`src/rtl/neuron_pkg.sv`:
```
// ---------------------------------------------------------------------------
// neuron_pkg
// Shared definitions for the neuron row sequencer:
//   - default geometry / latency values for the sequencer and its tag pipe
//   - the sequencer state enumeration
// Optional feature macro used by files importing this package:
//   NEURON_SEQ_STALL_EN - adds a stall input that pauses row issue.
// ---------------------------------------------------------------------------
package neuron_pkg;

    // Partial-product rows accumulated per neuron pass.
    localparam int NSEQ_ROWS    = 28;
    // Width of the weight/pixel row selects.
    localparam int NSEQ_SEL_W   = 5;
    // Cycles from a row select being presented to that row's sum being valid
    // (one multiplier stage plus five adder stages).
    localparam int NSEQ_ROW_LAT = 6;
    // Cycles from the last row-register enable to the final sum being valid.
    localparam int NSEQ_SUM_LAT = 5;

    typedef enum logic [1:0] {
        IDLE  = 2'd0,
        ISSUE = 2'd1,
        DRAIN = 2'd2,
        FINAL = 2'd3
    } seq_state_t;

endpackage

```
`src/rtl/neuron_sequencer_if.sv`:
```
// ---------------------------------------------------------------------------
// neuron_sequencer_if
// Control/handshake bundle between a pass requester and the neuron sequencer.
//   start          : request one neuron pass (requester -> sequencer)
//   stall          : pause row issue, only with NEURON_SEQ_STALL_EN
//   busy           : pass in progress
//   done           : one-cycle pulse, final neuron output valid
//   WeightX_Select : weight row select
//   PixelX_Select  : pixel row select
//   ENX_Int        : one-hot row-register enable
//   ENX            : final output-register enable
// Modports: master (requester side), slave (sequencer side).
// Optional feature macro: NEURON_SEQ_STALL_EN.
// ---------------------------------------------------------------------------
interface neuron_sequencer_if
    import neuron_pkg::*;
#(
    parameter int ROWS  = NSEQ_ROWS,
    parameter int SEL_W = NSEQ_SEL_W
);

    logic             start;
    logic             busy;
    logic             done;
    logic [SEL_W-1:0] WeightX_Select;
    logic [SEL_W-1:0] PixelX_Select;
    logic [ROWS-1:0]  ENX_Int;
    logic             ENX;

`ifdef NEURON_SEQ_STALL_EN
    logic             stall;

    modport master (
        output start,
        output stall,
        input  busy,
        input  done,
        input  WeightX_Select,
        input  PixelX_Select,
        input  ENX_Int,
        input  ENX
    );

    modport slave (
        input  start,
        input  stall,
        output busy,
        output done,
        output WeightX_Select,
        output PixelX_Select,
        output ENX_Int,
        output ENX
    );
`else
    modport master (
        output start,
        input  busy,
        input  done,
        input  WeightX_Select,
        input  PixelX_Select,
        input  ENX_Int,
        input  ENX
    );

    modport slave (
        input  start,
        output busy,
        output done,
        output WeightX_Select,
        output PixelX_Select,
        output ENX_Int,
        output ENX
    );
`endif

endinterface

```
`src/rtl/nseq_tag_pipe.sv`:
```
// ---------------------------------------------------------------------------
// nseq_tag_pipe
// ROW_LAT-deep delay line carrying {valid, row} alongside the multiply/add
// datapath, so the sequencer knows which row register to enable when a row
// sum emerges.
// Ports:
//   clk         : clock
//   GlobalReset : asynchronous active-high reset, empties the pipe
//   in_valid    : a row was issued this cycle (0 = bubble)
//   in_row      : row number of the issued row
//   out_valid   : a row tag is exiting this cycle
//   out_row     : row number of the exiting tag
// ---------------------------------------------------------------------------
module nseq_tag_pipe
    import neuron_pkg::*;
#(
    parameter int SEL_W   = NSEQ_SEL_W,
    parameter int ROW_LAT = NSEQ_ROW_LAT
) (
    input  logic             clk,
    input  logic             GlobalReset,
    input  logic             in_valid,
    input  logic [SEL_W-1:0] in_row,
    output logic             out_valid,
    output logic [SEL_W-1:0] out_row
);

    logic [ROW_LAT-1:0] valid_q;
    logic [SEL_W-1:0]   row_q [ROW_LAT];

    // Plain shift register; stage 0 captures the issue-cycle tag and the last
    // stage is what the sequencer decodes ROW_LAT cycles later.
    always_ff @(posedge clk or posedge GlobalReset) begin
        if (GlobalReset) begin
            valid_q <= '0;
            for (int i = 0; i < ROW_LAT; i++) begin
                row_q[i] <= '0;
            end
        end else begin
            valid_q[0] <= in_valid;
            row_q[0]   <= in_row;
            for (int i = 1; i < ROW_LAT; i++) begin
                valid_q[i] <= valid_q[i-1];
                row_q[i]   <= row_q[i-1];
            end
        end
    end

    assign out_valid = valid_q[ROW_LAT-1];
    assign out_row   = row_q[ROW_LAT-1];

endmodule

```
`src/rtl/neuron_sequencer.sv`:
```
// ---------------------------------------------------------------------------
// neuron_sequencer
// Sequences one neuron pass: issues ROWS row selects to the multiply/add
// datapath, enables each row register as its sum emerges, then enables the
// final output register once the row sums have been reduced.
// Ports:
//   clk         : the only clock
//   GlobalReset : asynchronous active-high reset, aborts any pass
//   bus         : neuron_sequencer_if slave (start, busy, done, selects,
//                 ENX_Int, ENX and optionally stall)
// Optional feature macro:
//   NEURON_SEQ_STALL_EN - stall input holds the row counter and selects
//                         during ISSUE; the tag pipe and drain keep running.
// ---------------------------------------------------------------------------
module neuron_sequencer
    import neuron_pkg::*;
#(
    parameter int ROWS    = NSEQ_ROWS,
    parameter int SEL_W   = NSEQ_SEL_W,
    parameter int ROW_LAT = NSEQ_ROW_LAT,
    parameter int SUM_LAT = NSEQ_SUM_LAT
) (
    input  logic              clk,
    input  logic              GlobalReset,
    neuron_sequencer_if.slave bus
);

    localparam int CNT_W  = (ROWS > 1)    ? $clog2(ROWS)    : 1;
    localparam int DCNT_W = (SUM_LAT > 1) ? $clog2(SUM_LAT) : 1;

    localparam logic [CNT_W-1:0]  LAST_ROW   = CNT_W'(ROWS - 1);
    localparam logic [SEL_W-1:0]  LAST_TAG   = SEL_W'(ROWS - 1);
    localparam logic [DCNT_W-1:0] LAST_DRAIN = DCNT_W'(SUM_LAT - 1);

    seq_state_t        state_q;
    seq_state_t        state_d;
    logic [CNT_W-1:0]  row_cnt_q;
    logic [DCNT_W-1:0] drain_cnt_q;
    logic              row_held_q;
    logic              done_q;

    logic              stall_i;
    logic [SEL_W-1:0]  row_sel;
    logic              inject;
    logic              tag_valid;
    logic [SEL_W-1:0]  tag_row;
    logic              last_exit;
    logic              drain_active;
    logic              drain_hit;
    logic [ROWS-1:0]   row_en;

`ifdef NEURON_SEQ_STALL_EN
    assign stall_i = bus.stall;
`else
    assign stall_i = 1'b0;
`endif

    assign row_sel = (state_q == ISSUE) ? SEL_W'(row_cnt_q) : '0;

    // A row's tag enters the pipe on the first cycle that row is presented.
    // Cycles where the previous cycle was stalled re-present the same row and
    // only push bubbles, so each row is enabled exactly once.
    assign inject = (state_q == ISSUE) && !row_held_q;

    nseq_tag_pipe #(
        .SEL_W   (SEL_W),
        .ROW_LAT (ROW_LAT)
    ) u_tag_pipe (
        .clk         (clk),
        .GlobalReset (GlobalReset),
        .in_valid    (inject),
        .in_row      (row_sel),
        .out_valid   (tag_valid),
        .out_row     (tag_row)
    );

    // Decode the exiting tag into the one-hot row-register enable.
    always_comb begin
        row_en = '0;
        for (int i = 0; i < ROWS; i++) begin
            row_en[i] = tag_valid && (tag_row == SEL_W'(i));
        end
    end

    // The drain window opens on the cycle the last row's tag exits and lasts
    // SUM_LAT cycles, so FINAL lands exactly SUM_LAT cycles after that exit.
    assign last_exit    = tag_valid && (tag_row == LAST_TAG);
    assign drain_active = last_exit || (drain_cnt_q != '0);
    assign drain_hit    = (state_q == DRAIN) && drain_active
                          && (drain_cnt_q == LAST_DRAIN);

    // State register.
    always_ff @(posedge clk or posedge GlobalReset) begin
        if (GlobalReset) begin
            state_q <= IDLE;
        end else begin
            state_q <= state_d;
        end
    end

    // Next-state logic; start is only looked at in IDLE.
    always_comb begin
        state_d = state_q;
        case (state_q)
            IDLE: begin
                if (bus.start) begin
                    state_d = ISSUE;
                end
            end
            ISSUE: begin
                if (!stall_i && (row_cnt_q == LAST_ROW)) begin
                    state_d = DRAIN;
                end
            end
            DRAIN: begin
                if (drain_hit) begin
                    state_d = FINAL;
                end
            end
            FINAL: begin
                state_d = IDLE;
            end
            default: begin
                state_d = IDLE;
            end
        endcase
    end

    // Row counter, stall-hold flag, drain counter and the done pulse.
    // The row counter is forced back to 0 outside ISSUE so it never wraps.
    always_ff @(posedge clk or posedge GlobalReset) begin
        if (GlobalReset) begin
            row_cnt_q   <= '0;
            row_held_q  <= 1'b0;
            drain_cnt_q <= '0;
            done_q      <= 1'b0;
        end else begin
            if (state_q == ISSUE) begin
                if (!stall_i) begin
                    row_cnt_q <= (row_cnt_q == LAST_ROW) ? '0 : row_cnt_q + 1'b1;
                end
            end else begin
                row_cnt_q <= '0;
            end

            row_held_q <= (state_q == ISSUE) && stall_i;

            if ((state_q == DRAIN) && drain_active && !drain_hit) begin
                drain_cnt_q <= drain_cnt_q + 1'b1;
            end else begin
                drain_cnt_q <= '0;
            end

            done_q <= (state_q == FINAL);
        end
    end

    assign bus.busy           = (state_q != IDLE);
    assign bus.done           = done_q;
    assign bus.WeightX_Select = row_sel;
    assign bus.PixelX_Select  = row_sel;
    assign bus.ENX_Int        = row_en;
    assign bus.ENX            = (state_q == FINAL);

endmodule

```
`src/flat_wrapper.sv`:
```
// flat-port wrapper written by rule: the top's interface ports become plain ports
module neuron_sequencer_flat import neuron_pkg::*;
#(
    parameter int ROWS    = NSEQ_ROWS,
    parameter int SEL_W   = NSEQ_SEL_W,
    parameter int ROW_LAT = NSEQ_ROW_LAT,
    parameter int SUM_LAT = NSEQ_SUM_LAT
)
  (clk, GlobalReset, bus_start, bus_busy, bus_done, bus_WeightX_Select, bus_PixelX_Select, bus_ENX_Int, bus_ENX);
  neuron_sequencer_if #(.ROWS(ROWS), .SEL_W(SEL_W)) bus_i ();
  input  logic clk;
  input  logic GlobalReset;
  input wire logic [$bits(bus_i.start)-1:0] bus_start;
  output wire logic [$bits(bus_i.busy)-1:0] bus_busy;
  output wire logic [$bits(bus_i.done)-1:0] bus_done;
  output wire logic [$bits(bus_i.WeightX_Select)-1:0] bus_WeightX_Select;
  output wire logic [$bits(bus_i.PixelX_Select)-1:0] bus_PixelX_Select;
  output wire logic [$bits(bus_i.ENX_Int)-1:0] bus_ENX_Int;
  output wire logic [$bits(bus_i.ENX)-1:0] bus_ENX;
  assign bus_i.start = bus_start;
  assign bus_busy = bus_i.busy;
  assign bus_done = bus_i.done;
  assign bus_WeightX_Select = bus_i.WeightX_Select;
  assign bus_PixelX_Select = bus_i.PixelX_Select;
  assign bus_ENX_Int = bus_i.ENX_Int;
  assign bus_ENX = bus_i.ENX;
  neuron_sequencer #(.ROWS(ROWS), .SEL_W(SEL_W), .ROW_LAT(ROW_LAT), .SUM_LAT(SUM_LAT)) u_core (.clk(clk), .GlobalReset(GlobalReset), .bus(bus_i));
endmodule
```
`config.mk`:
```
export PLATFORM = sky130hd
export DESIGN_NAME = neuron_sequencer_flat
export DESIGN_NICKNAME = d
export VERILOG_FILES = /design/src/rtl/neuron_pkg.sv /design/src/rtl/neuron_sequencer_if.sv /design/src/rtl/nseq_tag_pipe.sv /design/src/rtl/neuron_sequencer.sv /design/src/flat_wrapper.sv
export SDC_FILE = /design/constraint.sdc
export NUM_CORES = 1
export LEC_CHECK = 0
export BUFFER_PORTS_ARGS = -buffer_cell sky130_fd_sc_hd__buf_2
export CAP_MARGIN = 15
export CORE_MARGIN = 5
export CORE_UTILIZATION = 45
export DETAILED_ROUTE_END_ITERATION = 8
export PLACE_DENSITY = 0.65
export SYNTH_ARGS = -nofsm -noshare
export SYNTH_HDL_FRONTEND = slang
export SYNTH_HIERARCHICAL = 1
export SYNTH_SLANG_ARGS = --single-unit
```
`constraint.sdc`:
```
create_clock -name clk -period 3 [get_ports clk]
set_input_delay 0.75 -clock clk [delete_from_list [all_inputs] [get_ports clk]]
set_output_delay 0.75 -clock clk [all_outputs]
set_load 0.03 [all_outputs]
```
After elaboration in Yosys (flattened, before gate mapping)
Cells that the tools add are included.

Register bits after elaboration: 47. Bits in writable memories: 0. Latch bits: 0. Memories: 0. ROM bits: 0. Output and inout bits: 41. Input port bits: 3. Logic and storage cells: 94.

Add/sub/neg operators: 2. Magnitude comparators: 0. Multiply operators: 0. Eq/ne operators: 35. Divide/modulo/power cells: 0. Reductions and logical operators: 38. Multiplexer cells: 8. Shift operators: 0. Bitwise operators: 0.

Operators with widths (count): equality test 5 bit (second input constant) (13); equality test 5 x 4 -> 1 bit (second input constant) (8); logical AND 1 bit (31); equality test 5 x 3 -> 1 bit (second input constant) (4); two-way mux 5 bit (3); equality test 5 x 2 -> 1 bit (second input constant) (2); one-hot mux 2 bit (4 select lines) (1); two-way mux 2 bit (3); adder 5 x 1 -> 5 bit (second input constant) (1); equality test 5 x 1 -> 1 bit (second input constant) (1); zero test 5 bit (1); equality test 2 bit (second input constant) (2); != test 2 bit (second input constant) (2); adder 3 x 1 -> 3 bit (second input constant) (1); equality test 3 bit (second input constant) (1); two-way mux 3 bit (1); AND reduction 3 bit (1); nonzero test 3 bit (1); equality test 2 x 1 -> 1 bit (second input constant) (1); zero test 2 bit (1); != test 2 x 1 -> 1 bit (second input constant) (1); nonzero test 2 bit (1); zero test 1 bit (1); logical OR 1 bit (1).

Logic depth before layout (Yosys ltp)
Depth after elaboration: 8. Depth in mapped cells: 5. Mapped depth without buffers: 5.

Cells and area by module
Netlist, hierarchy kept.

Modules (own cells, without submodules): nseq_tag_pipe (cells an instance 42, area each 942.2 um2, sequential area each 900.9 um2, instances 1); neuron_sequencer (cells an instance 110, area each 868.3 um2, sequential area each 275.3 um2, instances 1).

Worst setup path before layout
No wires, ideal clock.

Path kind: reg2out. Start: register u_core.u_tag_pipe.row_q, in the netlist u_core/u_tag_pipe/out_row[2]. End: output port bus_ENX_Int[0]. Arrival: 1.348 ns. Cell stages (with the launch flop): 5. Buffers on the path: 2. Data required time: 2.250 ns. Path slack: 0.902 ns. Cell sequence: dfrtp_1 -> buf_4 -> or2_2 -> clkbuf_1 -> nor2_1.

Word-level cells in the longest chain between the ends: 2.

RTL lines: start, declared (line nseq_tag_pipe.sv:29) `logic [SEL_W-1:0] row_q [ROW_LAT];`; start signal, assigned by index (line nseq_tag_pipe.sv:44) `row_q[i] <= row_q[i-1];`; zero test 5 bit (line neuron_sequencer.sv:81) `row_en[i] = tag_valid && (tag_row == SEL_W'(i));`; logical AND 1 bit (line neuron_sequencer.sv:81); end, declared (line flat_wrapper.sv:18) `output wire logic [$bits(bus_i.ENX_Int)-1:0] bus_ENX_Int;`.

Every way passes these cells.

Worst setup path in the final report
Start: register u_core.state_q[1]. End: output port bus_WeightX_Select[0].

Word-level cells in the longest chain between the ends: 2.

RTL lines: start, declared (line neuron_sequencer.sv:35) `seq_state_t state_q;`; start signal, assigned (line neuron_sequencer.sv:97) `state_q <= state_d;`; equality test 2 x 1 -> 1 bit; via u_core.inject (line neuron_sequencer.sv:44) `logic inject;`; two-way mux 5 bit (line neuron_sequencer.sv:58) `assign row_sel = (state_q == ISSUE) ? SEL_W'(row_cnt_q) : '0;`; end, declared (line flat_wrapper.sv:16) `output wire logic [$bits(bus_i.WeightX_Select)-1:0] bus_WeightX_Select;`.

The timed path passes the listed nets, and every way through them passes these cells.

==> qor.txt <==
Final clock period utilization by the worst path -> 77.7%
First-iteration detailed-routing DRC count -> 27
Status -> finished, final reports clean
Synth Area in XOR/XNOR -> 1.45%
Post-synthesis sequential element count -> 47
Cell-by-cell trace of the critical path -> inv_1 -> ha_1 -> and2_1 -> buf_2
Time the worst path needs with I/O delays and setup -> 2330 ps
Clock transition at path regs -> 80 ps
Largest net degree at the start of global routing -> 37
Most crowded layer after global routing -> met2
Clock tree buffer depth -> 2
Power share of the combinational group -> 21.3%
IO Pins -> 44
Fraction of layout instances using a drive strength above 1 -> 30.0%
Die outline height -> 73.4 um
CP Capture Type -> output pin
Peak VDD IR -> 417 uV
Overall track demand over capacity in global routing -> 12.0%
Post-Syn Area per Cell -> 11.9 um2
Net load switching power -> 0.000453 W
Master cell of the clock root buffer -> sky130_fd_sc_hd__clkbuf_8
Dominant combinational cell family by area after synthesis -> simple AND/OR/NAND/NOR gates
Final routed wire length divided by cell count -> 12.6 um
Die outline area -> 5390 um2
Met2 Resource Use GR -> 20.5%
Register share of total power -> 51.9%
Via count of the first global-routing pass -> 1110
Number of buffers inserted by post-CTS setup repair -> 0
Critical path class -> flop to output pin
Min-Delay Path Depth -> 0
Worst Max-Slew Pin Slew -> 433 ps
Unique masters post-synth -> 29
GR met1 Demand/Resource -> 13.3%
Path type of the worst min-delay path -> flop to flop
Fin. Hold Viols -> 0
Number of levels the H-tree was split into -> 2
Power Internal -> 0.00105 W
Final worst clock skew -> 3.04 ps
Global placer's final weighted congestion -> 0.858
Yosys synthesis warning count -> 6
Total power divided by cell area -> 712 nW/um2
Net switching fraction of the power -> 30.2%
Area share of the largest cell type after synthesis -> 65.0%
Drt drc -> 0
Number of vias per cell after detailed routing -> 4.75
Critical Path Source Type -> flop
Data required time at the worst endpoint -> 2250 ps
RSZ-0062 raised after global routing -> false
Relative contribution of the clock network to total power -> 26.8%
Cell type with the largest total area after synthesis -> sky130_fd_sc_hd__dfrtp_1
Number of antenna violations at the first check in global routing -> 0
Area added between synthesis and finish -> 16.2%
Post-Syn Nets -> 163
# rows -> 23
Arrival time worst endpoint -> 1580 ps
Core area -> 3940 um2
Synth Area in Compound Gates -> 2.56%
WP buf/inv -> 2
Adder-cell share of the synthesized area -> 5.53%
I/O Buffers -> 43
Number of cells on the critical path -> 4
Number of maximum-capacitance violations -> 0
Syn Inst Count -> 152
Resized Gates After CTS -> 0
Slowest stage delay, CP -> 420 ps
Horizontal extent of the die -> 73.4 um
Via total after detailed routing -> 1140
Netlist area before placement -> 1810 um2
Top cells by area in the synthesized netlist -> sky130_fd_sc_hd__dfrtp_1 65%, sky130_fd_sc_hd__nor2_1 6.8%, sky130_fd_sc_hd__ha_1 5.5%
Multiplexer fraction of the synthesized cell area -> 0.622%
Area fraction in and, or, nand and nor cells after synthesis -> 18.0%
Leakage power -> 1.19 nW
Quantity of hold-fixing buffers added after cts -> 0
Worst path top cell family by delay -> flip-flops
Total congestion overflow -> 0
Global-route track usage on met3 -> 3.28%
Final wirelength -> 3030 um
Count of inserted antenna diode cells -> 0
CTS tree -> yes
Later-pin clock latency in the skew report -> 290 ps
Final total negative setup slack -> 0 ps
Initial standard-cell utilization of the core -> 45.9%
Final ANT Viol Nets -> 0
Final Max Slew Viols -> 0
First-pass GRT wire length -> 4870 um
Number of failing setup endpoints in the final timing report -> 0
Top achievable clock speed -> 429 MHz
TritonCTS Buffers -> 5
Logic depth of the worst register-to-register path -> 4
Final Core Density -> 53.4%
Number of nets in the layout -> 200
Sequential element share of the synthesized area -> 65.0%
Headroom to the max-slew limit -> 71.1%
Iteration count of the initial detailed-routing pass -> 4
Slowest stage cell on the critical path -> sky130_fd_sc_hd__dfrtp_1
Clk sinks -> 47
Highest fanout seen on the critical path -> 10
DPL Wire Length -> 2240 um
## area by class of cell
| cell class | count | area, um2 |
|---|---|---|
| Tap cell | 50 | 62.6 |
| Fill cell | 346 | 1840 |
| Multi-Input combinational cell | 83 | 509 |
| Clock buffer | 7 | 96.3 |
| Sequential cell | 47 | 1180 |
| Clock inverter | 1 | 7.51 |
| Inverter | 8 | 30.0 |
| Timing Repair Buffer | 44 | 223 |
## flip-flops by register name (all words and copies together), names as in the netlist
register,cells
u_core/u_tag_pipe/row_q,25
u_core/u_tag_pipe/valid_q,6
u_core/row_cnt_q,5
u_core/u_tag_pipe/out_row,5
u_core/drain_cnt_q,3
u_core/state_q,2
u_core/bus.done,1
## through the flow
stage	power (W)	cells	cell area (um2)	hold slack [ps]	setup WS, ps
2_1_floorplan	0.00103	152	1810	331	902
3_3_place_gp	0.00109	232	2000	332	1030
3_5_place_dp	0.00112	232	2000	335	977
4_1_cts	0.00152	240	2100	353	631
5_1_grt	0.00158	240	2100	356	527
6_report	0.00150	240	2100	351	669
## metal layers
metal	up-vias	wire length [um]
met4	0	58
met1	540	1170
met5	-	0
li1	541	-
met2	52	1450
met3	7	350
## logic make-up (layout without fill, tap and decap cells)
| kind of cell | after synthesis | in the layout |
|---|---|---|
| AOI/OAI and AO/OA | 5 | 5 |
| xor gates and xnor gates | 3 | 3 |
| adders and majority gates | 8 | 8 |
| buffers and inverters | 22 | 60 |
| DFF | 47 | 47 |
| muxes | 1 | 1 |
| and+or+nand+nor | 66 | 66 |
## cells in the final DEF, fill, tap and decap left out, drive strengths merged, types with 2 or more instances in the layout
| cell type | synthesis | layout |
|---|---|---|
| nor2 | 33 | 33 |
| dfrtp | 47 | 47 |
| ha | 8 | 8 |
| buf | 12 | 44 |
| nand3 | 5 | 5 |
| clkbuf | 2 | 7 |
| nor2b | 4 | 4 |
| and3 | 3 | 3 |
| xnor2 | 2 | 2 |
| inv | 8 | 8 |
| nand2b | 2 | 2 |
| nand4b | 2 | 2 |
| and2 | 5 | 5 |
| nand2 | 8 | 8 |
## synth_stat cells
| master | count |
|---|---|
| sky130_fd_sc_hd__nand2b_1 | 2 |
| sky130_fd_sc_hd__nand4_1 | 1 |
| sky130_fd_sc_hd__nand2_1 | 8 |
| sky130_fd_sc_hd__and2_2 | 1 |
| sky130_fd_sc_hd__nor3_1 | 1 |
| sky130_fd_sc_hd__buf_4 | 11 |
| sky130_fd_sc_hd__nand4b_4 | 1 |
| sky130_fd_sc_hd__nor4_1 | 1 |
| sky130_fd_sc_hd__inv_1 | 8 |
| sky130_fd_sc_hd__xor2_1 | 1 |
| sky130_fd_sc_hd__or2_2 | 1 |
| sky130_fd_sc_hd__and3_2 | 1 |
| sky130_fd_sc_hd__and2_1 | 4 |
| sky130_fd_sc_hd__a21boi_0 | 1 |
| sky130_fd_sc_hd__dfrtp_1 | 47 |
| sky130_fd_sc_hd__mux2_1 | 1 |
| sky130_fd_sc_hd__o31ai_1 | 1 |
| sky130_fd_sc_hd__xnor2_1 | 2 |
| sky130_fd_sc_hd__clkbuf_1 | 2 |
| sky130_fd_sc_hd__buf_2 | 1 |
| sky130_fd_sc_hd__nor2_1 | 33 |
| sky130_fd_sc_hd__nor2b_1 | 4 |
| sky130_fd_sc_hd__nand4b_1 | 1 |
| sky130_fd_sc_hd__a2bb2oi_1 | 1 |
| sky130_fd_sc_hd__o21a_1 | 1 |
| sky130_fd_sc_hd__nand3_1 | 5 |
| sky130_fd_sc_hd__and3_1 | 2 |
| sky130_fd_sc_hd__a221oi_2 | 1 |
| sky130_fd_sc_hd__ha_1 | 8 |
## worst reg2reg max path, cell delays in order (launching register included)
cell and delay [ps]:
sky130_fd_sc_hd__dfrtp_1 400, sky130_fd_sc_hd__ha_1 290, sky130_fd_sc_hd__nand4b_4 150, sky130_fd_sc_hd__a221oi_2 330
sky130_fd_sc_hd__mux2_1 350
## power groups by stage
stage	combinational (W)	sequential [W]	clock, W
after floorplan	0.000244	0.000788	0
after global placement	0.000309	0.000785	0
after detailed placement	0.000324	0.000794	0
after CTS	0.000325	0.000780	0.000413
after global routing	0.000352	0.000791	0.000435
final	0.000319	0.000779	0.000402
## final timing paths
kind,slack (ps),to,from
max in group asynchronous,2140,u_core/u_tag_pipe/row_q[20]$_DFF_PP0_,GlobalReset
min in group asynchronous,440,u_core/drain_cnt_q[0]$_DFF_PP0_,GlobalReset
worst max-delay path,670,bus_WeightX_Select[0],u_core/state_q[1]$_DFFE_PP0P_
worst min register to register,350,u_core/u_tag_pipe/valid_q[3]$_DFF_PP0_,u_core/u_tag_pipe/valid_q[2]$_DFF_PP0_
worst max register to register,1360,u_core/state_q[1]$_DFFE_PP0P_,u_core/row_cnt_q[0]$_DFF_PP0_
worst min-delay path,350,u_core/u_tag_pipe/valid_q[3]$_DFF_PP0_,u_core/u_tag_pipe/valid_q[2]$_DFF_PP0_
No activity file was read; power rests on OpenSTA's default activity.
